<file path="config.mk">
export PLATFORM = sky130hd
export DESIGN_NAME = id_stage
export DESIGN_NICKNAME = d
export VERILOG_FILES = /design/src/rtl/id_stage.sv
export SDC_FILE = /design/constraint.sdc
export NUM_CORES = 1
export LEC_CHECK = 0
export ABC_AREA = 1
export ABC_CLOCK_PERIOD_IN_PS = 4500
export BUFFER_PORTS_ARGS = -buffer_cell sky130_fd_sc_hd__buf_2
export CORE_MARGIN = 1.5
export CORE_UTILIZATION = 39
export CTS_CLUSTER_DIAMETER = 100
export DETAILED_ROUTE_END_ITERATION = 10
export PLACE_DENSITY = 0.69
export SETUP_SLACK_MARGIN = 0.1
export SYNTH_ARGS = -nofsm -noshare
export SYNTH_HDL_FRONTEND = slang
export SYNTH_SLANG_ARGS = --single-unit
</file>
<file path="constraint.sdc">
create_clock -name clk -period 4.5 [get_ports clk]
set_clock_uncertainty 0.05 [all_clocks]
set_input_delay 0.45 -clock clk [delete_from_list [all_inputs] [get_ports clk]]
set_output_delay 0.45 -clock clk [all_outputs]
set_load 0.05 [all_outputs]
</file>
<file path="src/rtl/id_stage.sv">
// OpenMIPS instruction-decode stage: operand select, load-use interlock, beq/bne/j resolved in ID,
// registered ID/EX outputs. Optional macro ID_FWD_EN enables the EX/MEM forwarding paths.
module id_stage #(
  parameter int unsigned DATA_W = 32,
  parameter int unsigned REG_AW = 5
) (
  input  logic              clk,
  input  logic              rst,
  input  logic              id_valid_i,
  input  logic [DATA_W-1:0] pc_i,
  input  logic [31:0]       inst_i,
  input  logic [DATA_W-1:0] reg1_data_i,
  input  logic [DATA_W-1:0] reg2_data_i,
  input  logic              ex_wreg_i,
  input  logic [REG_AW-1:0] ex_wd_i,
  input  logic [DATA_W-1:0] ex_wdata_i,
  input  logic              ex_load_i,
  input  logic              mem_wreg_i,
  input  logic [REG_AW-1:0] mem_wd_i,
  input  logic [DATA_W-1:0] mem_wdata_i,
  output logic              reg1_read_o,
  output logic              reg2_read_o,
  output logic [REG_AW-1:0] reg1_addr_o,
  output logic [REG_AW-1:0] reg2_addr_o,
  output logic              stall_o,
  output logic              branch_o,
  output logic [DATA_W-1:0] pc_o,
  output logic              flush_o,
  output logic              ex_valid_o,
  output logic [7:0]        aluop_o,
  output logic [2:0]        alusel_o,
  output logic [DATA_W-1:0] reg1_o,
  output logic [DATA_W-1:0] reg2_o,
  output logic [DATA_W-1:0] imm_o,
  output logic              alusrc_o,
  output logic [REG_AW-1:0] wd_o,
  output logic              wreg_o,
  output logic              memW_o,
  output logic              memR_o,
  output logic              in_o,
  output logic              out_o,
  output logic              illegal_o
);

  localparam logic [5:0] OpSpecial = 6'h00;
  localparam logic [5:0] OpJ       = 6'h02;
  localparam logic [5:0] OpBeq     = 6'h04;
  localparam logic [5:0] OpBne     = 6'h05;
  localparam logic [5:0] OpLw      = 6'h23;
  localparam logic [5:0] OpSw      = 6'h2B;
  localparam logic [5:0] OpLwIo    = 6'h30;
  localparam logic [5:0] OpSwIo    = 6'h31;

  localparam logic [5:0] FnAdd = 6'h20;
  localparam logic [5:0] FnSub = 6'h22;
  localparam logic [5:0] FnAnd = 6'h24;
  localparam logic [5:0] FnOr  = 6'h25;
  localparam logic [5:0] FnSlt = 6'h2A;

  localparam logic [7:0] AluNop = 8'h00;
  localparam logic [7:0] AluAdd = 8'h20;
  localparam logic [7:0] AluSub = 8'h22;
  localparam logic [7:0] AluAnd = 8'h24;
  localparam logic [7:0] AluOr  = 8'h25;
  localparam logic [7:0] AluSlt = 8'h2A;
  localparam logic [7:0] AluLw  = 8'hE3;
  localparam logic [7:0] AluSw  = 8'hEB;

  localparam logic [2:0] SelNop   = 3'b000;
  localparam logic [2:0] SelLogic = 3'b001;
  localparam logic [2:0] SelArith = 3'b100;
  localparam logic [2:0] SelLdSt  = 3'b111;

  logic [5:0]        op, funct;
  logic [4:0]        sa;
  logic [REG_AW-1:0] rs, rt, rd;
  logic [DATA_W-1:0] sext_imm, pc_plus4, br_target, j_target;

  assign op       = inst_i[31:26];
  assign funct    = inst_i[5:0];
  assign sa       = inst_i[10:6];
  assign rs       = REG_AW'(inst_i[25:21]);
  assign rt       = REG_AW'(inst_i[20:16]);
  assign rd       = REG_AW'(inst_i[15:11]);
  assign sext_imm = {{(DATA_W-16){inst_i[15]}}, inst_i[15:0]};
  assign pc_plus4 = pc_i + DATA_W'(4);
  assign br_target = pc_plus4 + {sext_imm[DATA_W-3:0], 2'b00};
  assign j_target  = {pc_plus4[DATA_W-1:28], inst_i[25:0], 2'b00};

  logic [7:0]        dec_aluop;
  logic [2:0]        dec_alusel;
  logic              need_rs, need_rt, dec_wreg, dec_alusrc, dec_memw, dec_memr;
  logic              dec_in, dec_out, dec_illegal, is_beq, is_bne, is_j;
  logic [REG_AW-1:0] dec_wd;
  logic [DATA_W-1:0] dec_imm;

  always_comb begin
    dec_aluop   = AluNop;
    dec_alusel  = SelNop;
    need_rs     = 1'b0;
    need_rt     = 1'b0;
    dec_wreg    = 1'b0;
    dec_wd      = '0;
    dec_alusrc  = 1'b0;
    dec_memw    = 1'b0;
    dec_memr    = 1'b0;
    dec_in      = 1'b0;
    dec_out     = 1'b0;
    dec_illegal = 1'b0;
    dec_imm     = '0;
    is_beq      = 1'b0;
    is_bne      = 1'b0;
    is_j        = 1'b0;
    case (op)
      OpSpecial: begin
        if (sa != 5'd0) begin
          dec_illegal = 1'b1;
        end else begin
          case (funct)
            FnAdd:   begin dec_aluop = AluAdd; dec_alusel = SelArith; end
            FnSub:   begin dec_aluop = AluSub; dec_alusel = SelArith; end
            FnAnd:   begin dec_aluop = AluAnd; dec_alusel = SelLogic; end
            FnOr:    begin dec_aluop = AluOr;  dec_alusel = SelLogic; end
            FnSlt:   begin dec_aluop = AluSlt; dec_alusel = SelArith; end
            default: dec_illegal = 1'b1;
          endcase
          if (!dec_illegal) begin
            need_rs  = 1'b1;
            need_rt  = 1'b1;
            dec_wreg = 1'b1;
            dec_wd   = rd;
          end
        end
      end
      OpLw, OpLwIo: begin
        dec_aluop  = AluLw;
        dec_alusel = SelLdSt;
        need_rs    = 1'b1;
        dec_wreg   = 1'b1;
        dec_wd     = rt;
        dec_alusrc = 1'b1;
        dec_imm    = sext_imm;
        dec_memr   = (op == OpLw);
        dec_in     = (op == OpLwIo);
      end
      OpSw, OpSwIo: begin
        dec_aluop  = AluSw;
        dec_alusel = SelLdSt;
        need_rs    = 1'b1;
        need_rt    = 1'b1;
        dec_alusrc = 1'b1;
        dec_imm    = sext_imm;
        dec_memw   = (op == OpSw);
        dec_out    = (op == OpSwIo);
      end
      OpBeq, OpBne: begin
        need_rs = 1'b1;
        need_rt = 1'b1;
        dec_imm = sext_imm;
        is_beq  = (op == OpBeq);
        is_bne  = (op == OpBne);
      end
      OpJ:     is_j = 1'b1;
      default: dec_illegal = 1'b1;
    endcase
  end

  assign reg1_read_o = id_valid_i & need_rs;
  assign reg2_read_o = id_valid_i & need_rt;
  assign reg1_addr_o = rs;
  assign reg2_addr_o = rt;

  logic              ex_hit1, ex_hit2, mem_hit1, mem_hit2, haz1, haz2;
  logic [DATA_W-1:0] op1, op2;

  assign ex_hit1  = ex_wreg_i && (ex_wd_i == rs);
  assign ex_hit2  = ex_wreg_i && (ex_wd_i == rt);
  assign mem_hit1 = mem_wreg_i && (mem_wd_i == rs);
  assign mem_hit2 = mem_wreg_i && (mem_wd_i == rt);

`ifdef ID_FWD_EN
  // EX has priority over MEM: it holds the younger write to the same register.
  assign op1 = (!reg1_read_o || rs == '0) ? '0 :
               ex_hit1 ? ex_wdata_i : mem_hit1 ? mem_wdata_i : reg1_data_i;
  assign op2 = (!reg2_read_o || rt == '0) ? '0 :
               ex_hit2 ? ex_wdata_i : mem_hit2 ? mem_wdata_i : reg2_data_i;
  assign haz1 = reg1_read_o && (rs != '0) && ex_hit1 && ex_load_i;
  assign haz2 = reg2_read_o && (rt != '0) && ex_hit2 && ex_load_i;
`else
  logic unused_fwd;
  assign unused_fwd = ^{ex_wdata_i, mem_wdata_i, ex_load_i};

  // Without forwarding, wait until every in-flight writer has retired to the regfile.
  assign op1  = (!reg1_read_o || rs == '0) ? '0 : reg1_data_i;
  assign op2  = (!reg2_read_o || rt == '0) ? '0 : reg2_data_i;
  assign haz1 = reg1_read_o && (rs != '0) && (ex_hit1 || mem_hit1);
  assign haz2 = reg2_read_o && (rt != '0) && (ex_hit2 || mem_hit2);
`endif

  logic issue, taken;

  assign stall_o  = haz1 | haz2;
  assign issue    = id_valid_i & ~stall_o;
  assign taken    = issue & ((is_beq & (op1 == op2)) | (is_bne & (op1 != op2)) | is_j);
  assign branch_o = taken;
  assign flush_o  = taken;
  assign pc_o     = !taken ? '0 : is_j ? j_target : br_target;

  always_ff @(posedge clk or negedge rst) begin
    if (!rst) begin
      ex_valid_o <= 1'b0;
      aluop_o    <= '0;
      alusel_o   <= '0;
      reg1_o     <= '0;
      reg2_o     <= '0;
      imm_o      <= '0;
      alusrc_o   <= 1'b0;
      wd_o       <= '0;
      wreg_o     <= 1'b0;
      memW_o     <= 1'b0;
      memR_o     <= 1'b0;
      in_o       <= 1'b0;
      out_o      <= 1'b0;
      illegal_o  <= 1'b0;
    end else begin
      ex_valid_o <= issue;
      aluop_o    <= issue ? dec_aluop  : '0;
      alusel_o   <= issue ? dec_alusel : '0;
      reg1_o     <= issue ? op1        : '0;
      reg2_o     <= issue ? op2        : '0;
      imm_o      <= issue ? dec_imm    : '0;
      alusrc_o   <= issue & dec_alusrc;
      wd_o       <= issue ? dec_wd     : '0;
      wreg_o     <= issue & dec_wreg;
      memW_o     <= issue & dec_memw;
      memR_o     <= issue & dec_memr;
      in_o       <= issue & dec_in;
      out_o      <= issue & dec_out;
      illegal_o  <= issue & dec_illegal;
    end
  end

endmodule
</file>
==> results of run 1 <==
-- placed cells by master, fill, tap and decap left out, types with 4 or more instances in the layout --
cell       synthesis  layout
buf_2             13     292
nand3_2            1       7
inv_2              3       6
o21a_1             5       5
nand2_4            1       5
xor2_1            32      32
a31oi_1            7       6
inv_1            157     153
nor2_1           182     171
nor2_4             1       5
nand2_1          234     221
buf_6              5       8
a21oi_2            0       9
o21ai_0           65      54
nand4_2            4       4
nor3_2             1       5
nand4_1           27      27
nor2_2            37      44
nor3_1            44      38
a21oi_1           55      46
buf_4             31      61
xnor2_1           23      21
nand3_4            4       7
dfrtp_1          100     100
o21ai_1            1      11
ha_1              30      22
nand2_2            2      10
buf_12             0       4
clkbuf_16          0       9
ha_4               0       8
nand3_1           27      21
-- flip-flops by register name, summed over array words and instances (netlist names), 2 cells and up --
name      count
wd_o          5
aluop_o       5
imm_o        16
alusel_o      2
reg2_o       32
reg1_o       32
-- cell families (layout without fill, tap and decap cells) --
| family | count (synthesis) | count (layout) | synth area share, % |
|---|---|---|---|
| xor+xnor | 55 | 55 | 6.14 |
| simple gates | 574 | 577 | 32.5 |
| compound gates | 154 | 154 | 10.9 |
| buf+inv | 228 | 544 | 13.2 |
| flops | 100 | 100 | 31.9 |
| other cells | 1 | 3 | 0.0478 |
| fa+ha+maj | 31 | 31 | 5.04 |
| mux | 1 | 1 | 0.128 |
-- area by class of cell --
cell class / count / area [µm²]
antenna: 2 / 5.00
clock buffer: 10 / 239
clock inverter: 5 / 108
fill: 1905 / 8940
inverter: 160 / 603
multi-input combinational: 819 / 4740
sequential: 100 / 2500
tap: 265 / 332
timing repair buffer: 369 / 2130
-- critical path, cell delays in order --
cell and delay (ps):
buf_8 90, ha_4 140, nand3_4 90, nor3_4 140
inv_1 70, nor2_2 130, nand2_1 90, nor2_1 100
nand2_1 110, nor2_4 140, buf_6 110, buf_6 100
nand2_4 40, xor2_1 150, inv_1 90, ha_4 300
nand2_1 90, nor2_1 110, inv_1 60, nor2_2 110
buf_4 110, nand2_1 50, o21ai_2 210, o21ai_0 100
a21oi_1 150, a21oi_1 70, nor2_2 180, buf_12 160
-- layer usage --
| layer | share of wire (%) | vias to the layer above | GRT usage (%) |
|---|---|---|---|
| met5 | 0.027 | - | 0 |
| met4 | 2.5 | 2 | 7.34 |
| met1 | 41 | 3826 | 28.0 |
| met2 | 50 | 323 | 41.7 |
| met3 | 7.0 | 46 | 3.59 |
| li1 | - | 4256 | - |
-- repair_timing --
| item | 4_1_cts | 5_1_grt |
|---|---|---|
| pin swaps | 10 | 48 |
| cloned | 1 | 2 |
| hold endpoints to repair | 0 | 0 |
| hold buffers | 0 | 0 |
| buffers inserted | 1 | 12 |
| resized for setup | 28 | 96 |
| setup endpoints to repair | 17 | 34 |
-- final timing paths --
path / start / endpoint / slack [ps] / cells past startpoint
worst min-delay path: rst / wd_o[4] / 150 / 1
min in group clk: reg2_data_i[19] / reg2_o[19] / 300 / 3
worst max-delay path: pc_i[3] / pc_o[29] / 230 / 28
max in group asynchronous: rst / imm_o[30] / 3280 / 2
-- power by group through the flow --
stage               clock network, mW  logic (mW)  registers (mW)
global placement                    0       0.721           0.930
finish                          0.901       0.799           0.912
floorplan                           0       0.430           0.967
detailed placement                  0       0.724           0.929
CTS                             0.915       0.739           0.912
global route                    0.945       0.880           0.913
==> metrics, run 1 <==
status completed; worst slew pin tran 836 ps; CP arrival 3770 ps; Max Root-Sink Buffers 2; Final #Nets 1698; Worst Hold Slack between 150 and 200 ps; area grow syn2layout 35.9%; sequential share of power 34.9%; Final min period 4270 ps; final std cells w/o fill 1730; largest net degree at the start of global routing 67; Max Slew Vio Count 0; worst setup path class primary input to primary output; number of flops mapped to enable cells by yosys 0; asr flop ratio synth 100%; peak supply drop 0.168 mV; Iter 0 DRT Violations 469; Core Area 19600 µm²; first-pass GRT wire length ~38000 µm; Primary FF master, synth dfrtp_1; placed cells about 1.7k; mapped cell area 7840 µm²; Rows 51; Logic pwr share 30.6%; root buffer cell clkbuf_16; die area 21000 µm²; GRT overflow 0; Seq/Total Area, Yosys 31.9%; vias in the first global route 7576; hpwl dp 19800 µm; flops & latches, synth 100; Sink Count 100; Final Util 54.4%; Placer Congestion a little under 0.9; count leader, synth nand2_1; Syn Inst Count 1144; buffers added on ports 308; number of maximum-capacitance violations 0; crit path capture type primary output; share of the synthesized area in the top cell type 31.9%; DP Area roughly 9700 µm²; LEAKAGE 6.06 nW; Synth Warn # 0; period utilisation layout between 90% and 100%; Post-synth top cells 234 x nand2_1, 182 x nor2_1, 157 x inv_1; NetSw between 0.8 and 0.9 mW; PnR worst setup slack 233 ps; worst-path fanout max 4; top cells by area, synth dfrtp_1 32%, nand2_1 11%, nor2_1 8.7%; Sw Ratio 32.6%; largest area contributor in the netlist dfrtp_1; Routed Antenna Nets 0; pre-CTS setup slack -370 ps; achievable frequency 234 MHz; Final Hold Fails 0; CP Launch Type primary input; total CTS buffers 9; layout cells sized above 1 35.1%; required time of the worst setup path around 4000 ps; starting density of the core roughly two fifths; GRT Total Usage 23.1%; power per cell area 245 nW/µm²; DIE HEIGHT 145 µm; RSZ-0062 raised after global routing yes; total nets after synthesis 1383; CTS tree done; Worst Hold Class primary input to async pin; drt pass-1 iters 5; vias per cell 4.89; routed vias 8453; # IOs 375; post-route design area 10700 µm²; internal power 1.76 mW; WL/cell between 15 and 20 µm; initial antenna violation count 3; Die W 145 µm; clock-pin slew on the worst setup and hold paths 70 ps; Distinct cells, synth 47; DRC 0; Clock power frac 34.5%; worst relative slew slack 44.3%; Final setup viols 0; Syn Area/Cell 6.85 µm²; wirelength, routed 26000 µm; Power, Total 2.61 mW; CTS H-Tree Depth 3; Sum Neg Setup Slack 0 ps
No activity file was read; power rests on OpenSTA's default activity.
==> run 2: changes to the inputs <==
- CORE_MARGIN: 1.5 -> 4
==> metrics, run 2 (synthesized netlist as in run 1, its figures left out) <==
commonest non-fill, non-tap cell in the layout buf_2; Max Root-Sink Buffers 2 (unchanged); met1 usage 27.0% (-0.96 points); Max Slew Vio Count 0 (unchanged); Final min period 4210 ps (-60.9 ps); Sw Ratio 35.6% (+2.9 points); Worst Hold Class primary input to async pin; Critical-path top delay cell ha_4; achievable frequency 238 MHz (+1.4%); Die W 150 µm (+3.5%); FILL cells 1921 (+0.84%); Final Hold Fails 0 (unchanged); pre-CTS setup slack -250 ps (+120 ps); Core Area 19600 µm² (unchanged); total CTS buffers 9 (unchanged); GR Layer Usage met3 3.63% (+0.047 points); worst slew pin tran 824 ps (-11.7 ps); Worst Hold Slack 140 ps (-10.0 ps); drt pass-1 iters 7 (+2); Logic pwr share 32.5% (+1.9 points); internal power 1.59 mW (-9.7%); worst setup path class primary input to primary output; clock-pin slew on the worst setup and hold paths 70 ps (about the same); CTS H-Tree Depth 3 (unchanged); CP arrival 3710 ps (-60 ps); most frequent cells in the layout 296 x buf_2, 225 x nand2_1, 172 x nor2_1; sequential share of power 37.0% (+2.1 points); placed cells 1703 (+0.35%); Iter 0 DRT Violations 353 (-25%); biggest regs reg1_o (32), reg2_o (32), imm_o (16); Rows 51 (unchanged); CP max stage delay 310 ps (about the same); CP dominant cell by count nand2_1; routed vias 8468 (+0.18%); vias in the first global route 8098 (+6.9%); Final setup viols 0 (unchanged); peak supply drop 0.163 mV (-2.7%); layout cells sized above 1 34.9% (-0.12 points); sequential cell area 2500 µm² (unchanged); met2 Track Usage GR 41.7% (-0.078 points); WL/cell 15.4 µm (+2.7%); hpwl dp 21000 µm (+5.7%); GRT Total Usage 22.3% (-0.77 points); NetSw 0.877 mW (+2.9%); power per cell area 233 nW/µm² (-5.0%); PnR worst setup slack 294 ps (+60.9 ps); # IOs 375 (unchanged); DRC 0 (unchanged); Most Crowded Layer GR met2; crit path capture type primary output; CP Launch Type primary input; worst relative slew slack 45.1% (+0.78 points); status completed; LEAKAGE 6.01 nW (-0.83%); root buffer cell clkbuf_16; first-pass GRT wire length 40000 µm (+6.5%); required time of the worst setup path 4000 ps (about the same); wirelength, routed 26800 µm (+3.0%); initial antenna violation count 2 (-1); worst-path fanout max 5 (+1); Clock power frac 30.6% (-3.9 points); largest net degree at the start of global routing 67 (unchanged); area grow syn2layout 35.0%; number of maximum-capacitance violations 0 (unchanged); vias per cell 4.88 (about the same); Final #Nets 1702 (+0.24%); CP startpoint pc_i[5]; RSZ-0062 raised after global routing yes; CTS tree done; Placer Congestion 0.903 (+1.2%); DIE HEIGHT 150 µm (+3.5%); GRT overflow 0 (unchanged); Sink Count 100 (unchanged); period utilisation layout 93.5% (-1.4 points); final std cells w/o fill 1734 (+0.23%); die area 22400 µm² (+7.0%); starting density of the core 40.0% (unchanged); Multi-input gate area 4730 µm² (-0.13%); buffers added on ports 308 (unchanged); Routed Antenna Nets 0 (unchanged)
## run 2: cell count changes in the layout (fill, tap and decap cells not counted), moves of 3 or more
cell	previous run	this run
buf_4	61	66
buf_2	292	296
nand2_1	221	225
bufinv_16	3	0
clkbuf_4	3	0
nand2_4	5	2
## run 2: per-stage QoR
| stage | setup TNS [ps] | util, % | cell area, µm² | power (mW) |
|---|---|---|---|---|
| final | 0 | 54.0 | 10600 | 2.47 |
| after global routing | 0 | 54.0 | 10600 | 2.61 |
| after CTS | 0 | 51.6 | 10100 | 2.42 |
| after detailed placement | -916 | 49.6 | 9710 | 1.66 |
| after global placement | -721 | 49.6 | 9710 | 1.66 |
| after floorplan | 0 | - | 7840 | 1.40 |
## run 2: power groups by stage
stage	clock [mW]	combinational (mW)	sequential (mW)
after global routing	0.808	0.885	0.912
final	0.754	0.801	0.912
after detailed placement	0	0.731	0.930
after CTS	0.766	0.744	0.912
after floorplan	0	0.430	0.967
after global placement	0	0.727	0.929
## run 2: repair_timing
action                                 4_1_cts  5_1_grt
hold buffers                                 0        0
setup endpoints to repair                    9       34
gates cloned                                 0        2
buffers inserted                             2       10
endpoints found under the hold margin        0        0
gates resized for setup                     23       89
pin swaps                                    4       50
## run 2: worst max-delay path: cells and delay by family
kind	cells	cell delay (ps)
XOR/XNOR	1	150
AND/OR/NAND/NOR	14	1710
buffers and inverters	5	590
AO/OA/AOI/OAI	4	500
adder cells (fa/ha/maj)	1	310
## run 2: final timing paths
path                              end  slack [ps]
max in group asynchronous     wd_o[3]        3300
min in group clk           reg2_o[11]         300
max                          pc_o[28]         290
min                           wd_o[4]         140
## run 2: routing by layer
layer	share of wire (%)	vias to the layer above
met5	0.078	-
met4	1.2	4
met3	6.1	30
met2	51	279
met1	42	3902
li1	-	4253
## run 2: area by class of cell
class / instances / share of cell area (%)
clock buffer: 10 / 2.16
antenna: 1 / 0.0236
tap: 265 / 3.13
multi-input combinational: 818 / 44.7
sequential: 100 / 23.6
inverter: 160 / 5.67
timing repair buffer: 374 / 20.2
clock inverter: 6 / 0.532
==> run 3: changes to the inputs <==
- ABC_AREA: 1 -> default
- CORE_AREA: default -> 4 4 144 146
- CORE_MARGIN: 4 -> default
- CORE_UTILIZATION: 39 -> default
- DIE_AREA: default -> 0 0 148 150
==> metrics, run 3 <==
layout cells sized above 1 40.7% (+5.7 points); DIE HEIGHT 150 µm (+0.14%); Seq/Total Area, Yosys 33.3% (+1.4 points); worst setup path class primary input to primary output; GRT Total Usage 24.9% (+2.5 points); Distinct cells, synth 71 (+51%); largest net degree at the start of global routing 57 (-15%); CP arrival 4130 ps (+420 ps); total CTS buffers 9 (unchanged); share of the synthesized area in the top cell type 33.3% (+1.4 points); most frequent cells in the layout 282 x buf_2, 109 x buf_4, 100 x dfrtp_1; total nets after synthesis 1133 (-18%); top cells by area, synth dfrtp_1 33%, ha_1 5.0%, and2_1 4.2%; Final #Nets 1500 (-12%); CP max stage delay 560 ps (+250 ps); buffers added on ports 308 (unchanged); Sw Ratio 34.9% (-0.64 points); Rows 51 (unchanged); Syn Area/Cell 8.40 µm² (+23%); root buffer cell clkbuf_16; Primary FF master, synth dfrtp_1; mapped cell area 7510 µm² (-4.2%); Final Hold Fails 0 (unchanged); CTS H-Tree Depth 3 (unchanged); Max Root-Sink Buffers 2 (unchanged); vias in the first global route 8033 (-0.80%); CP startpoint pc_i[5]; power per cell area 234 nW/µm² (+0.62%); WL/cell 19.1 µm (+23%); PnR worst setup slack -133 ps (-427 ps); Syn Inst Count 894 (-22%); wirelength, routed 29200 µm (+9.1%); flops & latches, synth 100 (unchanged); FILL cells 1813 (-5.6%); required time of the worst setup path 4000 ps (about the same); asr flop ratio synth 100% (unchanged); Synth Warn # 0 (unchanged); Sink Count 100 (unchanged); CP dominant cell by count buf_6; count leader, synth dfrtp_1; crit path capture type primary output; worst slew pin tran 908 ps (+83.9 ps); biggest regs reg1_o (32), reg2_o (32), imm_o (16); # IOs 375 (unchanged); number of flops mapped to enable cells by yosys 0 (unchanged); Placer Congestion 0.915 (+1.4%); hpwl dp 23000 µm (+9.7%); LEAKAGE 5.62 nW (-6.4%); Final setup viols 3 (+3); Final min period 4630 ps (+427 ps); initial antenna violation count 1 (-1); crit path cell chain buf_6 > nand4_1 > or3_4 > nor3_4 > nand3_2 > xnor2_2 > ha_1 > inv_1 > or4_4 > o21ai_4 > a211oi_2 > a21boi_1 > a21bo_2 > o41ai_4 > or4b_4 > a31oi_4 > buf_6; period utilisation layout 103% (+9.5 points); Worst Hold Class primary input to async pin; peak supply drop 0.159 mV (-2.3%); number of maximum-capacitance violations 0 (unchanged); Critical-path top delay cell or4b_4; NetSw 0.888 mW (+1.2%); Iter 0 DRT Violations 412 (+17%); GRT overflow 0 (unchanged); first-pass GRT wire length 43500 µm (+8.9%); sequential cell area 2500 µm² (unchanged); Routed Antenna Nets 0 (unchanged); vias per cell 5.39 (+10%); drt pass-1 iters 5 (-2); Die W 148 µm (-1.2%); Clock power frac 30.7% (about the same); routed vias 8264 (-2.4%); Post-synth top cells 100 x dfrtp_1, 62 x nor2_1, 55 x a21oi_1; CTS tree done; Sum Neg Setup Slack -299 ps (-299 ps); CP Launch Type primary input; DRC 0 (unchanged); die area 22200 µm² (-1.0%); worst-path fanout max 3 (-2); largest area contributor in the netlist dfrtp_1; sequential share of power 35.8% (-1.2 points); internal power 1.65 mW (+4.1%); Logic pwr share 33.5% (+1.0 points); Max Slew Vio Count 0 (unchanged); Multi-input gate area 4950 µm² (+4.7%); failing checks negative setup slack; starting density of the core 38.7% (-1.3 points); status finished, violations left; clock-pin slew on the worst setup and hold paths 80 ps (about the same); worst relative slew slack 39.0% (-6.1 points); achievable frequency 216 MHz (-9.2%); Core Area 19400 µm² (-0.98%); Power, Total 2.54 mW (+3.0%); commonest non-fill, non-tap cell in the layout buf_2; area grow syn2layout 44.4%; RSZ-0062 raised after global routing yes
[run 3: cell count changes in the layout (fill, tap and decap cells not counted), moves of 17 or more]
cell / delta
inv_1: -105
nor4_1: +19
nand2_1: -176
nor2_1: -111
and2_1: +51
and3_1: +17
nor2_2: -44
a22oi_1: +18
buf_4: +43
[run 3: power by group through the flow]
stage	sequential, mW	clock, mW	combinational (mW)
after floorplan	0.963	0	0.399
after global placement	0.928	0	0.745
after detailed placement	0.928	0	0.748
after CTS	0.910	0.803	0.790
after global routing	0.911	0.848	0.920
final	0.910	0.781	0.850
[run 3: kinds of logic after synthesis]
| family | after synthesis | synth area share (%) |
|---|---|---|
| flops | 100 | 33.3 |
| other cells | 1 | 0.0499 |
| simple gates | 350 | 24.8 |
| buf+inv | 113 | 7.56 |
| fa+ha+maj | 31 | 5.26 |
| xor+xnor | 68 | 7.93 |
| compound gates | 225 | 20.3 |
| mux | 6 | 0.800 |
[run 3: layout make-up]
type | instances | area share (%)
flip-flops and latches | 100 | 23.1
repair buffers | 420 | 23.6
multi-input cells | 681 | 45.7
clock inverters | 7 | 0.739
diodes | 1 | 0.0231
inverters | 49 | 1.70
clock buffers | 9 | 2.08
well taps | 265 | 3.06
[run 3: critical path: cells and delay by family]
family | cells | cell delay (ps)
compound gates | 6 | 850
xor+xnor | 1 | 160
buf+inv | 3 | 320
simple gates | 6 | 2030
fa+ha+maj | 1 | 320
[run 3: stage by stage]
stage | worst slack, ps | hold WS [ps] | utilization (%) | cells | cell area, µm²
floorplan | -388 | 104 | - | 894 | 7580
global placement | -364 | 482 | 50.3 | 1492 | 9770
detailed placement | -382 | 493 | 50.3 | 1492 | 9770
CTS | -53.4 | 112 | 53.5 | 1521 | 10400
global route | -309 | 151 | 55.9 | 1532 | 10800
finish | -133 | 97.4 | 55.9 | 1532 | 10800
[run 3: how the worst max path moves through the flow]
stage / to / slack (ps) / cells after the start
finish: pc_o[30] / -130 / 17
global route: pc_o[31] / -310 / 20
CTS: pc_o[30] / -50 / 20
detailed placement: pc_o[31] / -380 / 19
global placement: pc_o[31] / -360 / 19
floorplan: pc_o[0] / -390 / 11
[run 3: routing by layer]
layer | routed length [µm] | global-route usage [%] | part of all wire, %
met3 | 2640 | 3.85 | 9.1
met5 | 0 | 0 | 0
met1 | 11200 | 30.4 | 38
met2 | 14600 | 45.4 | 50
met4 | 707 | 6.84 | 2.4
[run 3: repair_timing]
item	in CTS	in global routing
buffers inserted	13	10
setup endpoints to repair	34	32
hold buffers	0	0
hold endpoints to repair	0	0
pin swaps	28	49
resized for setup	51	76
cloned	0	2
